===== src/rtl/apb_i2c_bridge.sv =====
// APB3 completer that forwards each APB transfer as one request on the APB-I2C bus,
// holding the APB access phase in wait states until the I2C master completes or times out.
module apb_i2c_bridge #(
  parameter int ADDR_W  = 8,
  parameter int DATA_W  = 8,
  parameter int TIMEOUT = 4096
) (
  input  logic              clk,
  input  logic              reset,
  input  logic              psel,
  input  logic              penable,
  input  logic              pwrite,
  input  logic [ADDR_W-1:0] paddr,
  input  logic [DATA_W-1:0] pwdata,
  output logic [DATA_W-1:0] prdata,
  output logic              pready,
  output logic              pslverr,
  output logic              i2c_ce,
  output logic              i2c_wren,
  output logic              i2c_rden,
  output logic [ADDR_W-1:0] i2c_addr,
  output logic [DATA_W-1:0] i2c_wdata,
  input  logic [DATA_W-1:0] i2c_rdata,
  input  logic              i2c_ready,
  input  logic              i2c_error
);

  localparam int               CNT_W   = $clog2(TIMEOUT + 1);
  localparam logic [CNT_W-1:0] CNT_MAX = CNT_W'(TIMEOUT);

  typedef enum logic [1:0] {
    IDLE,
    ISSUE,
    BUSY,
    DONE
  } state_e;

  state_e            state_q;
  logic [CNT_W-1:0]  cnt_q;
  logic [CNT_W-1:0]  cnt_d;
  logic              timeout_hit;
  logic              write_q;
  logic              abandon_q;
  logic              err_q;
  logic [DATA_W-1:0] rd_buf_q;
  logic [DATA_W-1:0] prdata_q;
  logic              pready_q;
  logic              pslverr_q;
  logic              ce_q;
  logic              wren_q;
  logic              rden_q;
  logic [ADDR_W-1:0] addr_q;
  logic [DATA_W-1:0] wdata_q;

  // Saturating increment; the abort fires on the cycle the count would reach TIMEOUT,
  // so ISSUE/BUSY each last at most TIMEOUT cycles.
  always_comb begin
    cnt_d       = (cnt_q == CNT_MAX) ? cnt_q : cnt_q + 1'b1;
    timeout_hit = (cnt_d == CNT_MAX);
  end

  always_ff @(posedge clk or negedge reset) begin
    if (!reset) begin
      state_q   <= IDLE;
      cnt_q     <= '0;
      write_q   <= 1'b0;
      abandon_q <= 1'b0;
      err_q     <= 1'b0;
      rd_buf_q  <= '0;
      prdata_q  <= '0;
      pready_q  <= 1'b0;
      pslverr_q <= 1'b0;
      ce_q      <= 1'b0;
      wren_q    <= 1'b0;
      rden_q    <= 1'b0;
      addr_q    <= '0;
      wdata_q   <= '0;
    end else begin
      // NOTE: non-blocking assignments throughout so every register samples pre-edge values;
      // the response defaults below make pready a single-cycle pulse with zeroed data otherwise.
      pready_q  <= 1'b0;
      prdata_q  <= '0;
      pslverr_q <= 1'b0;
      unique case (state_q)
        IDLE: begin
          if (psel && !penable) begin
            addr_q    <= paddr;
            wdata_q   <= pwdata;
            write_q   <= pwrite;
            ce_q      <= 1'b1;
            wren_q    <= pwrite;
            rden_q    <= !pwrite;
            cnt_q     <= '0;
            err_q     <= 1'b0;
            rd_buf_q  <= '0;
            abandon_q <= 1'b0;
            state_q   <= ISSUE;
          end
        end
        ISSUE: begin
          if (!psel) abandon_q <= 1'b1;
          // Drop ce as soon as the master accepts so it cannot start a second transfer.
          if (!i2c_ready) begin
            ce_q    <= 1'b0;
            wren_q  <= 1'b0;
            rden_q  <= 1'b0;
            cnt_q   <= '0;
            state_q <= BUSY;
          end else if (timeout_hit) begin
            ce_q    <= 1'b0;
            wren_q  <= 1'b0;
            rden_q  <= 1'b0;
            err_q   <= 1'b1;
            cnt_q   <= cnt_d;
            state_q <= DONE;
          end else begin
            cnt_q <= cnt_d;
          end
        end
        BUSY: begin
          if (!psel) abandon_q <= 1'b1;
          if (i2c_ready) begin
            rd_buf_q <= write_q ? '0 : i2c_rdata;
            err_q    <= i2c_error;
            state_q  <= DONE;
          end else if (timeout_hit) begin
            rd_buf_q <= '0;
            err_q    <= 1'b1;
            cnt_q    <= cnt_d;
            state_q  <= DONE;
          end else begin
            cnt_q <= cnt_d;
          end
        end
        DONE: begin
          // A requester that walked away gets no response; the result is simply dropped.
          if (abandon_q || !psel) begin
            state_q <= IDLE;
          end else if (penable) begin
            pready_q  <= 1'b1;
            prdata_q  <= write_q ? '0 : rd_buf_q;
            pslverr_q <= err_q;
            state_q   <= IDLE;
          end
        end
        default: state_q <= IDLE;
      endcase
    end
  end

  assign prdata    = prdata_q;
  assign pready    = pready_q;
  assign pslverr   = pslverr_q;
  assign i2c_ce    = ce_q;
  assign i2c_wren  = wren_q;
  assign i2c_rden  = rden_q;
  assign i2c_addr  = addr_q;
  assign i2c_wdata = wdata_q;

endmodule


===== config.mk =====
export PLATFORM = sky130hd
export DESIGN_NAME = apb_i2c_bridge
export DESIGN_NICKNAME = d
export VERILOG_FILES = /design/src/rtl/apb_i2c_bridge.sv
export SDC_FILE = /design/constraint.sdc
export NUM_CORES = 1
export LEC_CHECK = 0
export BUFFER_PORTS_ARGS = -buffer_cell sky130_fd_sc_hd__buf_4
export CORE_UTILIZATION = 58
export CTS_CLUSTER_DIAMETER = 40
export DETAILED_ROUTE_END_ITERATION = 10
export GPL_ROUTABILITY_DRIVEN = 0
export PLACE_DENSITY = 0.84
export SLEW_MARGIN = 20
export SYNTH_ARGS = -nofsm -noshare
export SYNTH_HDL_FRONTEND = slang
export SYNTH_SLANG_ARGS = --single-unit

===== constraint.sdc =====
create_clock -name clk -period 5.6 [get_ports clk]
set_input_delay 0 -clock clk [delete_from_list [all_inputs] [get_ports clk]]
set_output_delay 0 -clock clk [all_outputs]
set_load 0.01 [all_outputs]

==> out/summary.txt <==
IO Pins -> 60
Main synth FF type -> dfrtp_1
Worst-margin pin slew -> 0.9295 ns
Vias per cell -> 5.765
Dpl cells -> 374
CTS tree -> built
Row count -> 25
Seq cells post-synth -> 55
DRC Markers -> 0
CTS HTree Levels -> 2
Initial Util -> 60.16%
Vias in the first global route -> 2,258
Max Freq -> 374.5 MHz
Clock Skew -> 0.009509 ns
Die width -> 71.76 um
Cell area after layout -> 0.003630 mm2
Leak pwr -> 0.001681 uW
CTS resizes -> 0
Clock Sink Count -> 55
Max transition margin -> 37.55%
Clock Path Buffers -> 2
Final Hold Viols -> 0
Final Cycle Share -> 47.68%
NumNets Final -> 393
Clock transition at path regs -> 0.11 ns
RSZ-0062 raised after global routing -> no
Startpoint type of the worst setup path -> flop
Drt first pass iters -> 5
Number of synthesized flops with an enable pin -> 0
P&R area growth vs syn -> 28.59%
Share of cells above drive strength 1 -> 27.32%
Critical Path Sink Type -> flop
Status -> complete, no violations
Final core utilization -> 77.36%
Max Cap Viol -> 0
DR WL/cell -> 16.54 um
Cell Count, Final, Fillers Out -> 409
Warnings, synthesis -> 0
Seq/Total Area, Yosys -> 48.76%
Vias -> 2,358
CTS root buf -> clkbuf_8
Floorplan core area -> 0.004692 mm2
Starting DRT DRC Count -> 182
Arrival @ worst endpoint -> 2.88 ns
Largest area contributor in the synthesized netlist -> dfrtp_1
Syn nets -> 314
Cell variety after synth -> 53
Gr ovfl total -> 0
VDD IR max -> 0.0002680 V
Die height -> 71.76 um
Async SR Flop Fraction -> 100.0%
Total CTS buffers -> 5
Avg Inst Size Synth -> 10.26 um2
R2R setup slack -> 2.93 ns
Worst r2r path cells -> 6
Area contributors post-synth -> dfrtp_1, mux2_2, o21ai_0
Die area -> 0.005150 mm2
Synth top area share -> 48.76%
Hpwl dp -> 4059 um
PwrDens -> 393.2 mW/mm2
Initial antenna violation count -> 0
Cells after Synth -> 275
Worst EP required -> 5.81 ns
Tot GR Track Use -> 27.52%
Largest net degree at the start of global routing -> 56
Kind of critical path -> flop to flop
Port Buffers -> 59
Final slew viol count -> 0
Hold crit path type -> input port to flop
Clk_lat worst skew -> 0.32 ns
Setup violators final -> 0
Diodes inserted -> 0
Number of setup buffers added after CTS -> 0
Post-DRT Antenna Nets -> 0
Hold path depth -> 2
Setup total negative slack -> 0 ns
Crit path max fanout -> 14
Drt total wl -> 6766 um
Netlist Area Pre-Place -> 0.002823 mm2
First-pass GRT wire length -> 10,980 um
Placed inst area -> 0.003262 mm2
Min cycle time layout -> 2.670 ns
-- final cells by class --
class	count	area [um2]
sequential	55	1376
tap	54	67.56
clock buffer	5	68.82
inverter	8	30.03
fill	287	1062
clock inverter	3	28.78
multi-input combinational	198	1345
timing repair buffer	86	713.2
-- cell families after synthesis --
family / synth area share [%]
buffers and inverters: 3.591
AND/OR/NAND/NOR: 18.44
XOR/XNOR: 1.551
AO/OA/AOI/OAI: 16.49
multiplexers: 7.624
flip-flops: 48.76
adder cells (fa/ha/maj): 3.546
-- metrics by stage --
step           power, uW  setup WS (ns)  hold WS (ns)
5_1_grt             1513          2.714      0.005181
2_1_floorplan      947.1          3.584       -0.2956
6_report            1427          2.930       0.01137
3_5_place_dp        1158          2.953       0.09294
3_3_place_gp        1137          3.099       0.08046
4_1_cts             1406          2.927       0.01198
-- worst max-delay path: stages (launching register included) --
cell      delay (ns)
dfrtp_1         0.44
inv_1           0.17
ha_1            0.33
nor2b_1         0.60
o21bai_1        0.24
nand2_1         0.32
o41ai_1         0.46
-- Yosys cell counts (all sizes together) (8+ instances only) --
cell	instances
inv	8
a22oi	9
nand3	8
mux2	17
nand2	32
buf	8
nor2	14
o21ai	30
dfrtp	55
ha	8
a21oi	10
and2	12
-- state kept, by name, indices dropped and copies added (netlist names) --
signal	cells
cnt_q	13
i2c_addr	8
i2c_wdata	8
prdata	8
rd_buf_q	8
state_q	2
abandon_q	1
err_q	1
i2c_ce	1
i2c_rden	1
i2c_wren	1
pready	1
pslverr	1
write_q	1
-- power by group --
part           internal [uW]  switching (uW)  total (uW)
sequential               509            80.7         590
clock                   93.1             145         238
combinational            282             317         599
-- metal layers --
metal | GRT usage (%) | share of wire (%)
met3 | 5.204 | 6.0
met1 | 37.90 | 45
met4 | 6.318 | 1.1
met2 | 45.60 | 48
met5 | 0 | 0
-- cells in the final DEF (no fill, tap or decap), types with 2 or more instances in the layout --
cell	netlist	routed
dfrtp_1	55	55
and2_1	10	10
a31oi_1	2	2
nand3_1	7	7
o31ai_1	6	6
buf_4	1	59
o21ai_1	4	4
o21ai_0	25	25
inv_1	8	8
mux2_2	17	17
nor3_1	4	4
nand2b_1	3	3
clkbuf_8	0	5
a22oi_1	9	9
nand4_1	6	6
nor2_1	13	13
xor2_1	4	4
a21oi_1	10	10
ha_1	8	8
nor2b_1	5	5
a21o_1	3	3
dlygate4sd3_1	0	27
clkinv_4	0	2
nand2_1	32	32
and3_1	2	2
-- path summary, 6_finish.rpt --
kind                                            endpoint                    from
worst max-delay path                cnt_q[7]$_DFFE_PN0P_  state_q[0]$_DFFE_PN0P_
worst min-delay path                    pready$_DFF_PN0_                 penable
worst max register to register      cnt_q[7]$_DFFE_PN0P_  state_q[0]$_DFFE_PN0P_
worst min register to register         pslverr$_DFF_PN0_       err_q$_DFFE_PN0P_
max in group asynchronous        rd_buf_q[2]$_DFFE_PN0P_                   reset
min in group asynchronous       i2c_wdata[3]$_DFFE_PN0P_                   reset
-- timing repair --
| action | 4_1_cts | 5_1_grt |
|---|---|---|
| endpoints found under the hold margin | 81 | 0 |
| hold buffers | 27 | 0 |
| endpoints found under the setup margin | 0 | 0 |
Power figures use the tool's default switching activity.
